## src/rtl/rob_req_issue.sv

```systemverilog
// rtl/rob_req_issue.sv - ROB request issue stage: 2-entry skid buffer, slot tagging, occupancy credit
// Optional memory-stall watchdog enabled by defining ROB_ISSUE_TIMEOUT_EN.
module rob_req_issue #(
  parameter int ROB_SIZE = 128,
  parameter int AWIDTH   = 4,
  parameter int SWIDTH   = 4,
  parameter int TAGW     = $clog2(ROB_SIZE),
  parameter int TIMEOUT  = 200
) (
  input  logic              clk,
  input  logic              rst_n,
  input  logic              req_valid,
  output logic              req_ready,
  input  logic [AWIDTH-1:0] req_addr,
  input  logic [SWIDTH-1:0] req_id,
  output logic              mem_valid,
  input  logic              mem_ready,
  output logic [AWIDTH-1:0] mem_addr,
  output logic [TAGW-1:0]   mem_tag,
  output logic              rob_alloc_valid,
  output logic [TAGW-1:0]   rob_alloc_tag,
  output logic [SWIDTH-1:0] rob_alloc_id,
  input  logic              retire_valid,
  output logic [TAGW:0]     occupancy,
  output logic              rob_full,
  output logic              underflow_err,
  output logic              timeout_err
);

  localparam logic [TAGW:0] FULL_OCC = (TAGW+1)'(ROB_SIZE);

  logic [AWIDTH-1:0] buf_addr [2];
  logic [SWIDTH-1:0] buf_id   [2];
  logic              wr_ptr;
  logic              rd_ptr;
  logic [1:0]        count;
  logic [TAGW-1:0]   alloc_ptr;
  logic              push;
  logic              xfer;
  logic [TAGW:0]     occ_next;
  logic              underflow_set;

  assign req_ready = (count != 2'd2);
  assign push      = req_valid && req_ready;
  assign xfer      = (count != 2'd0) && (occupancy < FULL_OCC) && (!mem_valid || mem_ready);

  // A retire at zero occupancy is only an error when no allocation lands in the same cycle.
  always_comb begin
    occ_next      = occupancy;
    underflow_set = 1'b0;
    case ({xfer, retire_valid})
      2'b10:   occ_next = occupancy + 1'b1;
      2'b01: begin
        if (occupancy == '0) underflow_set = 1'b1;
        else                 occ_next = occupancy - 1'b1;
      end
      default: occ_next = occupancy;
    endcase
  end

  always_ff @(posedge clk) begin
    if (push) begin
      buf_addr[wr_ptr] <= req_addr;
      buf_id[wr_ptr]   <= req_id;
    end
  end

  always_ff @(posedge clk or negedge rst_n) begin
    if (!rst_n) begin
      wr_ptr          <= 1'b0;
      rd_ptr          <= 1'b0;
      count           <= 2'd0;
      alloc_ptr       <= '0;
      mem_valid       <= 1'b0;
      mem_addr        <= '0;
      mem_tag         <= '0;
      rob_alloc_valid <= 1'b0;
      rob_alloc_tag   <= '0;
      rob_alloc_id    <= '0;
      occupancy       <= '0;
      rob_full        <= 1'b0;
      underflow_err   <= 1'b0;
    end else begin
      if (push) wr_ptr <= ~wr_ptr;
      if (xfer) rd_ptr <= ~rd_ptr;
      count     <= count + {1'b0, push} - {1'b0, xfer};
      occupancy <= occ_next;
      rob_full  <= (occ_next == FULL_OCC);
      if (underflow_set) underflow_err <= 1'b1;
      if (xfer) begin
        mem_valid       <= 1'b1;
        mem_addr        <= buf_addr[rd_ptr];
        mem_tag         <= alloc_ptr;
        rob_alloc_valid <= 1'b1;
        rob_alloc_tag   <= alloc_ptr;
        rob_alloc_id    <= buf_id[rd_ptr];
        alloc_ptr       <= alloc_ptr + 1'b1;
      end else begin
        rob_alloc_valid <= 1'b0;
        if (mem_valid && mem_ready) mem_valid <= 1'b0;
      end
    end
  end

`ifdef ROB_ISSUE_TIMEOUT_EN
  localparam int CW = $clog2(TIMEOUT + 1);

  logic [CW-1:0] stall_cnt;

  // Counter saturates at TIMEOUT so a very long stall cannot wrap it.
  always_ff @(posedge clk or negedge rst_n) begin
    if (!rst_n) begin
      stall_cnt   <= '0;
      timeout_err <= 1'b0;
    end else if (mem_valid && !mem_ready) begin
      if (stall_cnt != CW'(TIMEOUT))     stall_cnt   <= stall_cnt + 1'b1;
      if (stall_cnt == CW'(TIMEOUT - 1)) timeout_err <= 1'b1;
    end else begin
      stall_cnt <= '0;
    end
  end
`else
  assign timeout_err = 1'b0;
`endif

endmodule

```

## config.mk

```make
export PLATFORM = sky130hd
export DESIGN_NAME = rob_req_issue
export DESIGN_NICKNAME = d
export VERILOG_FILES = /design/src/rtl/rob_req_issue.sv
export SDC_FILE = /design/constraint.sdc
export NUM_CORES = 1
export LEC_CHECK = 0
export CAP_MARGIN = 20
export CORE_ASPECT_RATIO = 0.75
export CORE_UTILIZATION = 47
export DETAILED_ROUTE_END_ITERATION = 7
export PLACE_DENSITY = 0.76
export REMOVE_ABC_BUFFERS = 1
export SLEW_MARGIN = 5
export SYNTH_ARGS = -nofsm -noshare
export SYNTH_HDL_FRONTEND = slang
export SYNTH_SLANG_ARGS = --single-unit
```

## constraint.sdc

```tcl
create_clock -name clk -period 2.82 [get_ports clk]
set_input_delay 0.846 -clock clk [delete_from_list [all_inputs] [get_ports clk]]
set_output_delay 0.846 -clock clk [all_outputs]
set_load 0.02 [all_outputs]
```

==> results of run 1 <==
## metal layers
| metal | GRT usage [%] | up-vias | routed length [µm] |
|---|---|---|---|
| met5 | 0 | - | 0 |
| met2 | 28.5 | 74 | 2380 |
| met4 | 6.35 | 0 | 25 |
| met1 | 30.2 | 915 | 2470 |
| met3 | 4.62 | 2 | 377 |
| li1 | - | 876 | - |
## worst register-to-register path, cell delays in order (launching register included)
cell      delay [ns]
dfrtp_1         0.46
o21bai_1        0.24
a21oi_4         0.21
ha_4            0.25
buf_4           0.16
a22oi_1         0.19
o311ai_0        0.25
nor4_2          0.33
and4b_1         0.22
## sequential cells by signal (all words and copies together), names as in the netlist, 2 cells and up
| register | flops |
|---|---|
| buf_addr | 8 |
| buf_id | 8 |
| occupancy | 8 |
| alloc_ptr | 7 |
| rob_alloc_tag | 7 |
| mem_addr | 4 |
| rob_alloc_id | 4 |
| count | 2 |
## cell usage in the layout, fill, tap and decap left out, types with 3 or more instances in the layout
cell             netlist  routed
inv_1                  8       8
o21ai_0                9       9
clkbuf_8               0       5
clkdlybuf4s50_1        0      46
and3_1                 3       3
edfxtp_1              16      16
nand2_1               11      11
nand3_1                7       7
a21oi_1               11      10
xnor2_1                8       8
nand2b_1               3       3
mux2i_1                9       9
ha_1                   8       7
nor2_1                13      13
mux2_2                 8       8
dfrtp_1               38      38
nor3_1                 5       5
buf_4                  8      17
nand4_1                5       5
## how the worst min path moves through the flow
stage,startpoint,to,slack (ns),cells after the start
after floorplan,alloc_ptr[6],alloc_ptr[6],0.44,1
after global placement,underflow_err,underflow_err,0.45,1
after detailed placement,underflow_err,underflow_err,0.46,1
after CTS,underflow_err,underflow_err,0.48,1
after global routing,underflow_err,underflow_err,0.51,1
final,underflow_err,underflow_err,0.48,1
## power breakdown
part / internal, W / switching [W] / leakage (nW)
Clock: 0.000262 / 0.000244 / 0.0579
Combinational: 0.00100 / 0.000998 / 0.685
Sequential: 0.00111 / 0.000278 / 0.608
## through the flow
| step | std cells | worst slack (ns) |
|---|---|---|
| 2_1_floorplan | 198 | -1.14 |
| 3_3_place_gp | 334 | -0.217 |
| 3_5_place_dp | 334 | -0.308 |
| 4_1_cts | 342 | 0.0167 |
| 5_1_grt | 342 | -0.00673 |
| 6_report | 342 | 0.0874 |
## timing repair
item	in CTS	in global routing
resized for setup	0	2
setup buffers	0	0
endpoints found under the setup margin	0	1
## cell type report
cell class,instances,area share (%)
repair buffers,64,18.2
well taps,72,2.77
flip-flops and latches,54,44.0
inverters,8,0.924
multi-input cells,136,30.7
clock buffers,5,2.12
clock inverters,3,1.23
## logic make-up after synthesis
group,share of synthesized area [%]
simple gates,14.9
flops,55.9
compound gates,8.65
buf+inv,6.11
mux,7.03
xor+xnor,3.42
fa+ha+maj,3.91
other cells,0.146
==> flow_summary.toml, run 1 <==
[sta]
min_period_over_period_pct = 96.9
setup_total_negative_slack_ns = 0
tightest_slew_ns = 0.853
fin_crit_ns = 2.73
setup_viol_count_final = 0
hold_slack_ns = 0.476
finalClockSkew_ns = 0.00661
fmaxAchievable_ghz = 0.366
finalMaxSlewViolations = 0
worst_slew_margin_rel_pct = 43.1
hold_viol = 0

[global_route]
antenna_found_initial = 0
track_usage_pct = 20.1
globalRouteOverflowTotal = 0
grt_max_degree = 39
first_global_vias = 1703
global_route_wire_length_before_repair_mm = 8.59

[synthesis]
yosysMostFrequentCell = "dfrtp_1"
top_post_synthesis_cells_by_area = "dfrtp_1 (37%), edfxtp_1 (19%), ha_1 (3.9%)"
post_synth_instance_area_um2 = 2560
netlist_instances = 218
number_of_enable_flip_flop_cells_after_synthesis = 16
netlist_top_cells_count = "dfrtp_1 (38), edfxtp_1 (16), nor2_1 (13)"
synthDistinctLibCells = 50
synth_seq_cells = 54
avgSynthCellArea_um2 = 11.7
synth_seq_area_share_pct = 55.9
netlist.top_cell.by_area = "dfrtp_1"
async_reset_ff_share_pct = 70.4
most_instantiated_flip_flop_cell_in_the_synthesis_netlist = "dfrtp_1"
yosys.area.top_type_share_pct = 37.1
synth.yosys.warnings = 0

[worst_setup_path]
critical_path.reg2reg.endpoint = "rob_full"
critPathArrivalTime_ns = 2.97
worstSetupStartpointType = "primary input"
crit_family = "buffers and inverters"
path_class = "primary input to flop"
cp-endpoint = "rob_full"
worst_r2r_path_depth = 8
critical_path.cell_chain = "clkdlybuf4s50_1, inv_1, a21oi_4, ha_4, buf_4, a22oi_1, o311ai_0, nor4_2, and4b_1"
crit_path_max_incr_delay_ns = 0.47
critical-path-slowest-cell = "clkdlybuf4s50_1"
end_kind = "flop"
r2r-start = "occupancy[7]"
worst_path_required_time_ns = 3.06
cp_num_buf_inv = 3
worst-r2r-setup-slack_ns = 0.47
critical_path_depth = 9
setup.worst_path.start = "mem_ready"
critical_path.max_fanout = 7

[final_layout]
stdcell_area_um2 = 3250
n_antenna_cell = 0
layout-area-overhead-vs-synth_pct = 26.9
finish.utilization_pct = 64.2
multi_input_logic_area_um2 = 997
share_of_post_route_cells_with_drive_strength_above_1_pct = 16.3
area.sequential_um2 = 1430
final_net_count = 290
nFillCells = 420

[clock_network]
cts_made_buffers = 5
tritoncts = "built"
cts.reportedPaths.clkPinSlew_ns = 0.09
cts-htree-levels = 2
clock_sinks = 54
cts_hold_buf = 0
clk_latency_ns = 0.30
cts_root_buf = "clkbuf_8"
cts-root-to-sink-buffers = 2

[die]
die-area_um2 = 5750
die-height_um = 65.9
design.core.area_um2 = 5060
design.portCount = 49
floorplan.initialDensity_pct = 50.6
placement_rows = 22
fp.dieW_um = 87.2

[routing]
drtIter0Drc = 155
vias_per_cell = 5.46
detail_route.wl_per_cell_um = 15.4
dr_total_vias = 1867
drt-pass1-iter-count = 4
routed_wirelength_mm = 5.25
antenna_left = 0
residual_drc = 0

[place]
dp.final_hpwl_mm = 3.82
numPortBuffers = 47
place_area_um2 = 3120
gp_congestion = 0.960

[flow_run]
timing.max_cap.violations = 0

[power_and_ir_drop]
report.power.total_w = 0.00390
leakage_nw = 1.35
power_density_nw_per_um2 = 1200
worst_ir_drop_vdd_uv = 650

[run_status]
run_status = "completed"

[hold_path]
worst_hold_path_type = "flop to flop"
Power figures use the tool's default switching activity.
==> inputs of run 2 (changes only) <==
SKIP_CTS_REPAIR_TIMING = 1   (was default)
==> results of run 2 <==
The final DEF is identical to that of run 1; final timing and power are the same.
